==> config.mk <==
export PLATFORM = sky130hd
export DESIGN_NAME = episode_scheduler
export DESIGN_NICKNAME = d
export VERILOG_FILES = /design/src/rtl/phase_pkg.sv /design/src/rtl/sync_fifo.sv /design/src/rtl/episode_scheduler.sv
export SDC_FILE = /design/constraint.sdc
export NUM_CORES = 1
export LEC_CHECK = 0
export BUFFER_PORTS_ARGS = -buffer_cell sky130_fd_sc_hd__buf_4
export CAP_MARGIN = 20
export CELL_PAD_IN_SITES_DETAIL_PLACEMENT = 1
export CELL_PAD_IN_SITES_GLOBAL_PLACEMENT = 1
export CORE_ASPECT_RATIO = 1.25
export CORE_MARGIN = 3
export CORE_UTILIZATION = 40
export DETAILED_ROUTE_END_ITERATION = 10
export PLACE_DENSITY_LB_ADDON = 0.1
export SLEW_MARGIN = 0
export SYNTH_ARGS = -nofsm -noshare
export SYNTH_HDL_FRONTEND = slang
export SYNTH_SLANG_ARGS = --single-unit
export TNS_END_PERCENT = 5
==> constraint.sdc <==
create_clock -name clk -period 5.9 [get_ports clk]
set_clock_uncertainty 0.05 [all_clocks]
set_input_delay 0.59 -clock clk [delete_from_list [all_inputs] [get_ports clk]]
set_output_delay 0.59 -clock clk [all_outputs]
set_load 0.05 [all_outputs]
==> src/rtl/phase_pkg.sv <==
// -----------------------------------------------------------------------------
// phase_pkg
// Types and constants shared by the episode scheduler and its testbench.
//   state_t            : episode FSM states
//   SLOTS_PER_EPISODE  : gamma slots in one theta episode
//   LAST_SLOT          : gamma position of the final slot
// -----------------------------------------------------------------------------
package phase_pkg;

    typedef enum logic [2:0] {
        IDLE,
        ARM,
        RUN,
        PAD,
        WAIT_THETA
    } state_t;

    localparam int         SLOTS_PER_EPISODE = 8;
    localparam logic [2:0] LAST_SLOT         = 3'd7;

endpackage

==> src/rtl/sync_fifo.sv <==
// -----------------------------------------------------------------------------
// sync_fifo
// Single-clock first-word-fall-through FIFO, depth 2**AW.
// Ports:
//   clk, rst      : clock, synchronous active-high reset (empties the FIFO)
//   push, wdata   : write request and data (ignored when full)
//   pop           : read request (ignored when empty)
//   rdata         : head entry, valid whenever empty=0
//   full, empty   : occupancy flags
// -----------------------------------------------------------------------------
module sync_fifo #(
    parameter int WIDTH = 17,
    parameter int AW    = 3
) (
    input  logic             clk,
    input  logic             rst,
    input  logic             push,
    input  logic [WIDTH-1:0] wdata,
    input  logic             pop,
    output logic [WIDTH-1:0] rdata,
    output logic             full,
    output logic             empty
);

    logic [WIDTH-1:0] mem [2**AW];
    logic [AW:0]      wptr;
    logic [AW:0]      rptr;
    logic             do_push;
    logic             do_pop;

    assign do_push = push && !full;
    assign do_pop  = pop && !empty;

    // Extra pointer MSB distinguishes full from empty when the indices match.
    assign empty = (wptr == rptr);
    assign full  = (wptr[AW] != rptr[AW]) && (wptr[AW-1:0] == rptr[AW-1:0]);
    assign rdata = mem[rptr[AW-1:0]];

    always_ff @(posedge clk) begin
        if (rst) begin
            wptr <= '0;
            rptr <= '0;
        end else begin
            if (do_push) wptr <= wptr + 1'b1;
            if (do_pop)  rptr <= rptr + 1'b1;
        end
    end

    always_ff @(posedge clk) begin
        if (do_push) mem[wptr[AW-1:0]] <= wdata;
    end

endmodule

==> src/rtl/episode_scheduler.sv <==
// -----------------------------------------------------------------------------
// episode_scheduler
// Buffers upstream tokens and issues one token or one pad per gamma slot,
// grouping slots into theta episodes and reporting each episode's length.
//
// state      | meaning
// -----------+-------------------------------------------------------------
// IDLE       | disabled; all ticks ignored
// ARM        | waiting for the slot-0 gamma tick to open an episode
// RUN        | each gamma tick pops a token (or pads on underrun)
// PAD        | sentence ended early; remaining slots are pads
// WAIT_THETA | all 8 slots issued; theta tick closes the episode
//
// Ports:
//   clk, rst                    : clock, synchronous active-high reset
//   enable                      : allow new episodes to arm
//   gamma_tick, gamma_cnt       : gamma slot strobe and its position 0..7
//   theta_tick                  : episode boundary strobe
//   in_valid/in_ready/in_token/in_eos : upstream token handshake
//   slot_valid/slot_idx/slot_token/slot_pad : per-slot issue (registered)
//   episode_start               : pulses with slot 0
//   episode_done/episode_len/episode_trunc : episode close report
//   underrun                    : sticky, a RUN slot found the FIFO empty
// -----------------------------------------------------------------------------
module episode_scheduler
    import phase_pkg::*;
#(
    parameter int TOKEN_W = 16,
    parameter int FIFO_AW = 3
) (
    input  logic               clk,
    input  logic               rst,
    input  logic               enable,
    input  logic               gamma_tick,
    input  logic [2:0]         gamma_cnt,
    input  logic               theta_tick,
    input  logic               in_valid,
    output logic               in_ready,
    input  logic [TOKEN_W-1:0] in_token,
    input  logic               in_eos,
    output logic               slot_valid,
    output logic [2:0]         slot_idx,
    output logic [TOKEN_W-1:0] slot_token,
    output logic               slot_pad,
    output logic               episode_start,
    output logic               episode_done,
    output logic [3:0]         episode_len,
    output logic               episode_trunc,
    output logic               underrun
);

    state_t             state;
    state_t             state_nx;
    logic               fifo_full;
    logic               fifo_empty;
    logic [TOKEN_W:0]   fifo_rdata;
    logic               push;
    logic               pop;
    logic               pop_eos;
    logic               arm_start;
    logic               run_slot;
    logic               pad_slot;
    logic               close_ep;
    logic [3:0]         len_cnt;
    logic               last_eos;

    assign in_ready  = !fifo_full;
    assign push      = in_valid && in_ready;

    // The opening tick in ARM is handled exactly like a RUN slot.
    assign arm_start = (state == ARM) && gamma_tick && (gamma_cnt == 3'd0);
    assign run_slot  = ((state == RUN) && gamma_tick) || arm_start;
    assign pad_slot  = (state == PAD) && gamma_tick;
    assign pop       = run_slot && !fifo_empty;
    assign pop_eos   = fifo_rdata[TOKEN_W];
    assign close_ep  = (state == WAIT_THETA) && theta_tick;

    sync_fifo #(
        .WIDTH (TOKEN_W + 1),
        .AW    (FIFO_AW)
    ) u_fifo (
        .clk   (clk),
        .rst   (rst),
        .push  (push),
        .wdata ({in_eos, in_token}),
        .pop   (pop),
        .rdata (fifo_rdata),
        .full  (fifo_full),
        .empty (fifo_empty)
    );

    always_comb begin
        state_nx = state;
        case (state)
            IDLE: begin
                if (enable) state_nx = ARM;
            end
            ARM, RUN: begin
                if (run_slot) begin
                    if (gamma_cnt == LAST_SLOT)  state_nx = WAIT_THETA;
                    else if (pop && pop_eos)     state_nx = PAD;
                    else                         state_nx = RUN;
                end else if (state == ARM && !enable) begin
                    state_nx = IDLE;
                end
            end
            PAD: begin
                if (pad_slot && gamma_cnt == LAST_SLOT) state_nx = WAIT_THETA;
            end
            WAIT_THETA: begin
                if (theta_tick) state_nx = enable ? ARM : IDLE;
            end
            default: state_nx = IDLE;
        endcase
    end

    always_ff @(posedge clk) begin
        if (rst) begin
            state         <= IDLE;
            slot_valid    <= 1'b0;
            slot_idx      <= 3'd0;
            slot_token    <= '0;
            slot_pad      <= 1'b0;
            episode_start <= 1'b0;
            episode_done  <= 1'b0;
            episode_len   <= 4'd0;
            episode_trunc <= 1'b0;
            underrun      <= 1'b0;
            len_cnt       <= 4'd0;
            last_eos      <= 1'b0;
        end else begin
            state         <= state_nx;
            slot_valid    <= run_slot || pad_slot;
            episode_start <= arm_start;
            episode_done  <= close_ep;

            if (run_slot || pad_slot) begin
                slot_idx   <= gamma_cnt;
                slot_pad   <= !pop;
                slot_token <= pop ? fifo_rdata[TOKEN_W-1:0] : '0;
            end

            if (run_slot && fifo_empty) underrun <= 1'b1;

            // last_eos tracks the most recent popped token; with 8 tokens
            // issued that is the slot-7 token.
            if (arm_start) begin
                len_cnt  <= pop ? 4'd1 : 4'd0;
                last_eos <= pop && pop_eos;
            end else if (pop) begin
                len_cnt  <= len_cnt + 4'd1;
                last_eos <= pop_eos;
            end

            if (close_ep) begin
                episode_len   <= len_cnt;
                episode_trunc <= (len_cnt == 4'(SLOTS_PER_EPISODE)) && !last_eos;
            end
        end
    end

endmodule
==> run_summary.xml, run 1 <==
<?xml version="1.0" encoding="UTF-8"?>
<metrics>
  <group name="status">
    <metric name="outcome" unit="">complete, no violations</metric>
  </group>
  <group name="clock_network">
    <metric name="hold_buffers" unit="">0</metric>
    <metric name="cts_max_level" unit="">4</metric>
    <metric name="clk_pin_slew" unit="ps">60</metric>
    <metric name="numCtsBuffers" unit="">17</metric>
    <metric name="post_cts.resized_instances" unit="">0</metric>
    <metric name="tritoncts_clock_tree" unit="">done</metric>
    <metric name="root_buffer_cell" unit="">sky130_fd_sc_hd__clkbuf_16</metric>
    <metric name="clock_sinks" unit="">184</metric>
    <metric name="cts_buffer_depth" unit="">2</metric>
    <metric name="clkLatencyLatePin" unit="ps">420</metric>
    <metric name="postCtsSetupBuffers" unit="">0</metric>
  </group>
  <group name="logic_synthesis">
    <metric name="synth_enable_flop_cells" unit="">136</metric>
    <metric name="synth_seq_area_share" unit="%">69.12</metric>
    <metric name="ys_ff_latch" unit="">184</metric>
    <metric name="syn_area_per_cell" unit="um2">16.33</metric>
    <metric name="synthesis.yosys.warnings" unit="">0</metric>
    <metric name="synth_fp_nets" unit="">477</metric>
    <metric name="syn_inst" unit="">447</metric>
    <metric name="ys.flop_type" unit="">sky130_fd_sc_hd__edfxtp_1</metric>
    <metric name="netlist_area" unit="um2">7298</metric>
    <metric name="async_flop_share" unit="%">0</metric>
    <metric name="yosys.cell_types.count" unit="">55</metric>
  </group>
  <group name="detailed_routing">
    <metric name="drt-wirelength-per-cell" unit="um">20.52</metric>
    <metric name="postRouteWirelength" unit="um">15160</metric>
    <metric name="remaining_drc_errors" unit="">0</metric>
    <metric name="drtPass1Iterations" unit="">6</metric>
    <metric name="ant_nets" unit="">0</metric>
    <metric name="drt_iter0_markers" unit="">215</metric>
    <metric name="detailroute.via_count" unit="">4001</metric>
    <metric name="drt-vias-per-instance" unit="">5.414</metric>
  </group>
  <group name="final_layout">
    <metric name="diodes" unit="">0</metric>
    <metric name="finish.net_count" unit="">535</metric>
    <metric name="final_cell_count_no_fill" unit="">739</metric>
    <metric name="post_route_cells_drive_above_1_share" unit="%">30.29</metric>
    <metric name="syn_to_final_growth" unit="%">17.49</metric>
  </group>
  <group name="placement">
    <metric name="finalWeightedCongestion" unit="">0.7317</metric>
    <metric name="place_inst" unit="">709</metric>
    <metric name="placement.setup.worst_slack" unit="ps">3415</metric>
    <metric name="port_buffers" unit="">55</metric>
    <metric name="hpwl_after_detailed_placement" unit="um">9476</metric>
  </group>
  <group name="min_path">
    <metric name="hold_end" unit="">u_fifo.mem[1][7]$_DFFE_PP_</metric>
    <metric name="hp-class" unit="">input port to flip-flop</metric>
    <metric name="hold_start" unit="">in_token[7]</metric>
    <metric name="whs_path_depth" unit="">1</metric>
  </group>
  <group name="timing">
    <metric name="rsz0062_at_grt" unit="">false</metric>
    <metric name="setup-violations-final" unit="">0</metric>
    <metric name="count_of_endpoints_failing_hold_in_the_final_timing_report" unit="">0</metric>
    <metric name="tightest_slew" unit="ps">1002</metric>
    <metric name="finalHoldWorstSlack" unit="ps">346.8</metric>
    <metric name="timing_max_transition_violations_final" unit="">0</metric>
    <metric name="achievable-frequency" unit="GHz">0.4017</metric>
    <metric name="final.min_clock_period" unit="ps">2490</metric>
    <metric name="layout_setup_ws" unit="ps">3410</metric>
    <metric name="relSlewSlack" unit="%">33.03</metric>
    <metric name="timing.setup.tns" unit="ps">0</metric>
    <metric name="post_route_fraction_of_the_period_consumed_by_the_critical_path" unit="%">42.20</metric>
  </group>
  <group name="critical_path">
    <metric name="worst-setup-path-type" unit="">flip-flop to flip-flop</metric>
    <metric name="ff_to_ff_end" unit="">u_fifo.rptr[2]$_SDFFE_PP0P_</metric>
    <metric name="timing.critical_path.slowest_stage_cell" unit="">sky130_fd_sc_hd__nand4_1</metric>
    <metric name="worst-endpoint-arrival" unit="ps">2730</metric>
    <metric name="cp_max_fo" unit="">23</metric>
    <metric name="critPathRequiredTime" unit="ps">6140</metric>
    <metric name="cp-start-kind" unit="">flip-flop</metric>
    <metric name="cpPeakStageDelay" unit="ps">810</metric>
    <metric name="critical_path.top_delay_family" unit="">simple AND/OR/NAND/NOR gates</metric>
    <metric name="critPathBufInv" unit="">0</metric>
    <metric name="r2r_start" unit="">u_fifo.wptr[0]$_SDFFE_PP0P_</metric>
    <metric name="critical_path.cell_chain" unit="">xnor2_1, nand4_1, nand3_1, mux2_1</metric>
    <metric name="reg2reg_slack" unit="ps">3410</metric>
    <metric name="crit_path_end_kind" unit="">flip-flop</metric>
    <metric name="reg2reg_depth" unit="">4</metric>
    <metric name="path_depth" unit="">4</metric>
  </group>
  <group name="global_routing">
    <metric name="grt.total_usage" unit="%">16.00</metric>
    <metric name="grt-ovfl-total" unit="">0</metric>
    <metric name="grt_pass1_wl" unit="um">23910</metric>
    <metric name="via_count_of_the_first_global_routing_pass" unit="">4208</metric>
    <metric name="grt_antenna_before_repair" unit="">0</metric>
    <metric name="grt_max_degree" unit="">48</metric>
  </group>
  <group name="power_and_ir_drop">
    <metric name="finalPower" unit="uW">2742</metric>
    <metric name="p_leak" unit="uW">0.002839</metric>
    <metric name="power.density_cell_area" unit="nW/um2">319.8</metric>
    <metric name="max-vdd-ir-drop" unit="mV">0.1971</metric>
  </group>
  <group name="die">
    <metric name="core_region_area" unit="um2">17700</metric>
    <metric name="design.portCount" unit="">56</metric>
    <metric name="floorplan.rows" unit="">54</metric>
    <metric name="die_h" unit="um">157.0</metric>
    <metric name="die-width" unit="um">126.8</metric>
    <metric name="initial_utilization" unit="%">41.23</metric>
    <metric name="dieArea" unit="um2">19910</metric>
  </group>
  <group name="flow_run">
    <metric name="maxCapViolations" unit="">0</metric>
  </group>
</metrics>
## worst max-delay path by stage
stage                                startpoint                     endpoint
floorplan           u_fifo.wptr[0]$_SDFFE_PP0P_   u_fifo.mem[0][0]$_DFFE_PP_
global placement    u_fifo.wptr[0]$_SDFFE_PP0P_                    flip-flop
detailed placement  u_fifo.wptr[0]$_SDFFE_PP0P_                    flip-flop
CTS                 u_fifo.wptr[0]$_SDFFE_PP0P_  u_fifo.rptr[2]$_SDFFE_PP0P_
global route        u_fifo.wptr[1]$_SDFFE_PP0P_  u_fifo.rptr[2]$_SDFFE_PP0P_
finish              u_fifo.wptr[0]$_SDFFE_PP0P_  u_fifo.rptr[2]$_SDFFE_PP0P_
## worst register-to-register path, stage by stage (launching register included)
cell and delay, ps:
sky130_fd_sc_hd__dfxtp_1 570, sky130_fd_sc_hd__xnor2_1 190, sky130_fd_sc_hd__nand4_1 810, sky130_fd_sc_hd__nand3_1 380
sky130_fd_sc_hd__mux2_1 370
## through the flow
step	util, %	area (um2)
final	48.44	8574
after global routing	48.44	8574
after floorplan	-	7298
after CTS	48.40	8567
after global placement	44.94	7955
after detailed placement	44.94	7955
## registers in the layout, indices dropped and copies added, names as in the netlist, named ones only
name / cells
slot_pad: 1
u_fifo.rptr: 4
state: 3
u_fifo.wptr: 4
len_cnt: 4
last_eos: 1
episode_done: 1
underrun: 1
slot_token: 16
u_fifo.mem: 136
episode_start: 1
episode_len: 4
slot_valid: 1
slot_idx: 3
episode_trunc: 1
## kinds of logic after synthesis
kind of cell               after synthesis  synth area share (%)
AOI/OAI and AO/OA                       72                 6.000
muxes                                   60                 14.38
buffers and inverters                   35                 2.194
adders and majority gates                4                0.6858
xor gates and xnor gates                 9                 1.183
DFF                                    184                 69.12
and+or+nand+nor                         83                 6.429
## where the power goes
| part | internal [uW] | switching, uW |
|---|---|---|
| clock network | 741 | 444 |
| registers | 1420 | 12.3 |
| logic | 50.2 | 78.3 |
## synth_stat cells, drive strengths merged (3+ instances only)
library cell	count	area (um2)
edfxtp	136	4084
dfxtp	48	960.9
mux4	34	765.7
a21oi	30	150.1
nand3	29	145.1
o21ai	24	120.1
nor2	20	75.07
mux2	19	214.0
clkbuf	16	62.56
buf	13	75.07
mux2i	7	70.07
inv	6	22.52
nand2	5	18.77
xor2	5	51.30
ha	4	50.05
nand2b	4	25.02
nor2b	4	25.02
nor3	4	25.02
xnor2	4	35.03
a21boi	3	26.28
nand4	3	18.77
## per-layer routing
layer / track usage [%] / vias to the layer above / share of wire, %
li1: - / 1858 / -
met1: 20.09 / 2054 / 44
met2: 27.75 / 73 / 51
met3: 3.734 / 16 / 3.5
met4: 4.752 / 0 / 1.2
met5: 0 / - / 0
## layout by cell type (no fill, tap or decap), drive strengths merged, types with 2 or more instances in the layout
master,count
bufinv,5
a21boi,3
nor2b,4
edfxtp,136
nor4bb,2
a21oi,30
clkinv,4
o31ai,2
or3,2
nor2,20
nand4,3
ha,4
inv,6
mux2i,7
or4,2
nor4,2
nand2,5
mux4,34
mux2,19
clkbuf,20
dfxtp,48
nor3,4
o21ai,24
o211ai,2
buf,67
xnor2,4
nand3,29
nand2b,4
xor2,5
## cell type report
class	instances	area, um2
fillers	1719	9128
flip-flops and latches	184	5046
multi-input cells	228	2103
repair buffers	68	510.5
clock buffers	19	432.9
well taps	224	280.3
clock inverters	10	178.9
inverters	6	22.52
No activity file was read; power rests on OpenSTA's default activity.
==> inputs of run 2 (changes only) <==
Clock period 5.9 ns to 2.09 ns, I/O delays scaled along.
==> run 2 against run 1 <==
Sequential share of layout area decreased by 3.2 points. Design area increased by 5.8%. Setup slack got worse by 3200 ps. Flip-flop and latch count unchanged. Critical path depth increased by 1. Power increased to 2.9 times the previous value. Via count increased by 4.8%. Sequential power increased to 2.8 times the previous value. Die area unchanged. Largest cell class unchanged.
==> run_summary.xml, run 2 (synthesis gave the netlist of run 1 again) <==
<?xml version="1.0" encoding="UTF-8"?>
<metrics>
  <group name="global_routing">
    <metric name="grt_antenna_before_repair" unit="">0</metric>
    <metric name="grt.total_usage" unit="%">17.59</metric>
    <metric name="via_count_of_the_first_global_routing_pass" unit="">4563</metric>
    <metric name="grt-ovfl-total" unit="">0</metric>
    <metric name="grt_max_degree" unit="">48</metric>
    <metric name="grt_pass1_wl" unit="um">26270</metric>
  </group>
  <group name="clock_network">
    <metric name="cts_buffer_depth" unit="">2</metric>
    <metric name="cts_max_level" unit="">4</metric>
    <metric name="clock_sinks" unit="">184</metric>
    <metric name="post_cts.resized_instances" unit="">0</metric>
    <metric name="tritoncts_clock_tree" unit="">done</metric>
    <metric name="clk_pin_slew" unit="ps">70</metric>
    <metric name="root_buffer_cell" unit="">sky130_fd_sc_hd__clkbuf_16</metric>
    <metric name="numCtsBuffers" unit="">17</metric>
    <metric name="clkLatencyLatePin" unit="ps">430</metric>
  </group>
  <group name="critical_path">
    <metric name="cpPeakStageDelay" unit="ps">350</metric>
    <metric name="crit_path_end_kind" unit="">flip-flop</metric>
    <metric name="critPathRequiredTime" unit="ps">2170</metric>
    <metric name="worstSetupStartpoint" unit="">u_fifo.wptr[0]$_SDFFE_PP0P_</metric>
    <metric name="cp_max_fo" unit="">17</metric>
    <metric name="worst-endpoint-arrival" unit="ps">2010</metric>
    <metric name="timing.critical_path.slowest_stage_cell" unit="">sky130_fd_sc_hd__dfxtp_1</metric>
    <metric name="cp-start-kind" unit="">flip-flop</metric>
    <metric name="worst-setup-path-type" unit="">flip-flop to flip-flop</metric>
    <metric name="critical_path.cell_chain" unit="">buf_4, xor2_1, o41ai_4, nor3_2, buf_12</metric>
    <metric name="r2r_start" unit="">u_fifo.wptr[0]$_SDFFE_PP0P_</metric>
  </group>
  <group name="timing">
    <metric name="post_route_fraction_of_the_period_consumed_by_the_critical_path" unit="%">92.23</metric>
    <metric name="timing_max_transition_violations_final" unit="">0</metric>
    <metric name="achievable-frequency" unit="GHz">0.5188</metric>
    <metric name="timing.setup.tns" unit="ps">0</metric>
    <metric name="setup-violations-final" unit="">0</metric>
    <metric name="relSlewSlack" unit="%">56.01</metric>
    <metric name="finalHoldWorstSlack" unit="ps">52.67</metric>
    <metric name="count_of_endpoints_failing_hold_in_the_final_timing_report" unit="">0</metric>
    <metric name="tightest_slew" unit="ps">658.2</metric>
    <metric name="final.min_clock_period" unit="ps">1928</metric>
    <metric name="layout_setup_ws" unit="ps">162.3</metric>
    <metric name="rsz0062_at_grt" unit="">false</metric>
  </group>
  <group name="detailed_routing">
    <metric name="wl_met2" unit="um">8673</metric>
    <metric name="remaining_drc_errors" unit="">0</metric>
    <metric name="met3_routed_wl" unit="um">534</metric>
    <metric name="detailroute.via_count" unit="">4193</metric>
    <metric name="drt_iter0_markers" unit="">182</metric>
    <metric name="top_layer" unit="">met4</metric>
    <metric name="drtPass1Iterations" unit="">4</metric>
    <metric name="ant_nets" unit="">0</metric>
    <metric name="drt-wirelength-per-cell" unit="um">21.59</metric>
    <metric name="drt-vias-per-instance" unit="">5.417</metric>
    <metric name="postRouteWirelength" unit="um">16710</metric>
    <metric name="met1Wirelength" unit="um">7306</metric>
  </group>
  <group name="power_and_ir_drop">
    <metric name="pwr-share-comb" unit="%">5.6</metric>
    <metric name="power_switching" unit="uW">1708</metric>
    <metric name="power.share.sequential" unit="%">49.9</metric>
    <metric name="p_leak" unit="uW">0.003041</metric>
    <metric name="max-vdd-ir-drop" unit="mV">0.5270</metric>
    <metric name="swShare" unit="%">21.22</metric>
    <metric name="internal_power" unit="uW">6341</metric>
    <metric name="clkPwrFrac" unit="%">44.5</metric>
    <metric name="power.density_cell_area" unit="nW/um2">887.2</metric>
  </group>
  <group name="die">
    <metric name="design.portCount" unit="">56</metric>
    <metric name="die-width" unit="um">126.8</metric>
    <metric name="die_h" unit="um">157.0</metric>
    <metric name="floorplan.rows" unit="">54</metric>
    <metric name="dieArea" unit="um2">19910</metric>
    <metric name="core_region_area" unit="um2">17700</metric>
    <metric name="initial_utilization" unit="%">41.23</metric>
  </group>
  <group name="placement">
    <metric name="hpwl_after_detailed_placement" unit="um">10730</metric>
    <metric name="placement.setup.worst_slack" unit="ps">138.4</metric>
    <metric name="port_buffers" unit="">55</metric>
    <metric name="finalWeightedCongestion" unit="">0.7410</metric>
  </group>
  <group name="final_layout">
    <metric name="finish.net_count" unit="">567</metric>
    <metric name="largest_reg_flops" unit="">136</metric>
    <metric name="post_route_cells_drive_above_1_share" unit="%">33.82</metric>
    <metric name="syn_to_final_growth" unit="%">24.31</metric>
    <metric name="diodes" unit="">0</metric>
    <metric name="filler_cell_count" unit="">1683</metric>
    <metric name="total_area_of_multi_input_combinational_cells" unit="um2">2178</metric>
    <metric name="most-common-layout-cells" unit="">136 x sky130_fd_sc_hd__edfxtp_1, 76 x sky130_fd_sc_hd__buf_4, 46 x sky130_fd_sc_hd__dfxtp_1</metric>
    <metric name="fin_util" unit="%">51.25</metric>
    <metric name="sequential_cell_area" unit="um2">5047</metric>
    <metric name="mostFrequentLayoutCell" unit="">sky130_fd_sc_hd__edfxtp_1</metric>
  </group>
  <group name="flow_run">
    <metric name="maxCapViolations" unit="">0</metric>
  </group>
  <group name="status">
    <metric name="outcome" unit="">complete, no violations</metric>
  </group>
  <group name="min_path">
    <metric name="hp-class" unit="">input port to flip-flop</metric>
    <metric name="hold_start" unit="">gamma_cnt[0]</metric>
  </group>
</metrics>
## run 2: changes by cell type in the layout (fill, tap and decap cells not counted), moves of 2 or more
cell / before / now
sky130_fd_sc_hd__buf_4: 67 / 76
sky130_fd_sc_hd__clkbuf_1: 2 / 0
sky130_fd_sc_hd__inv_6: 0 / 4
sky130_fd_sc_hd__nor3_4: 0 / 2
sky130_fd_sc_hd__nor2_1: 20 / 15
sky130_fd_sc_hd__inv_8: 0 / 2
sky130_fd_sc_hd__nand3_1: 29 / 27
sky130_fd_sc_hd__nor2_4: 0 / 5
sky130_fd_sc_hd__clkinv_1: 2 / 0
sky130_fd_sc_hd__dlygate4sd3_1: 0 / 17
sky130_fd_sc_hd__buf_12: 0 / 7
sky130_fd_sc_hd__nor3_2: 3 / 1
sky130_fd_sc_hd__nand3_4: 0 / 2
## run 2: layer usage
metal	vias up	track usage, %
met5	-	0
met4	0	4.957
met3	16	3.666
met2	78	30.90
met1	2172	22.13
li1	1927	-
## run 2: layout make-up
class,instances,area share [%]
sequential,184,55.63
clock inverter,15,2.620
inverter,6,0.2482
timing repair buffer,100,9.709
clock buffer,17,4.689
multi-input combinational,228,24.01
tap,224,3.089
## run 2: final timing paths
path              slack (ps)  cells past startpoint                    endpoint
setup / recovery         160                      5  u_fifo.mem[7][8]$_DFFE_PP_
hold reg to reg          430                      1       slot_pad$_SDFFE_PP0P_
hold / removal            50                      3    slot_idx[0]$_SDFFE_PP0P_
setup reg to reg         160                      5  u_fifo.mem[7][8]$_DFFE_PP_
## run 2: worst max-delay path: cells and delay by family, from the launching register on
kind	cells	cell delay, ps
buffers and inverters	2	420
flip-flops	1	350
XOR/XNOR	1	330
AND/OR/NAND/NOR	1	310
AO/OA/AOI/OAI	1	170
## run 2: repair_timing
action                    CTS  global route
setup buffers               0             0
hold buffers               17             0
hold endpoints to repair  136             0
## run 2: power groups by stage
stage	sequential, uW	clock, uW	combinational, uW
after detailed placement	4100	0	433
after global placement	4090	0	420
final	4020	3580	451
after floorplan	4100	0	231
after CTS	4020	3690	461
after global routing	4020	3820	493
## run 2: stage by stage
stage | std cells | cell area [um2] | total power [uW]
2_1_floorplan | 447 | 7400 | 4336
4_1_cts | 774 | 9072 | 8164
3_5_place_dp | 725 | 8239 | 4532
5_1_grt | 774 | 9072 | 8332
3_3_place_gp | 725 | 8239 | 4514
6_report | 774 | 9072 | 8049
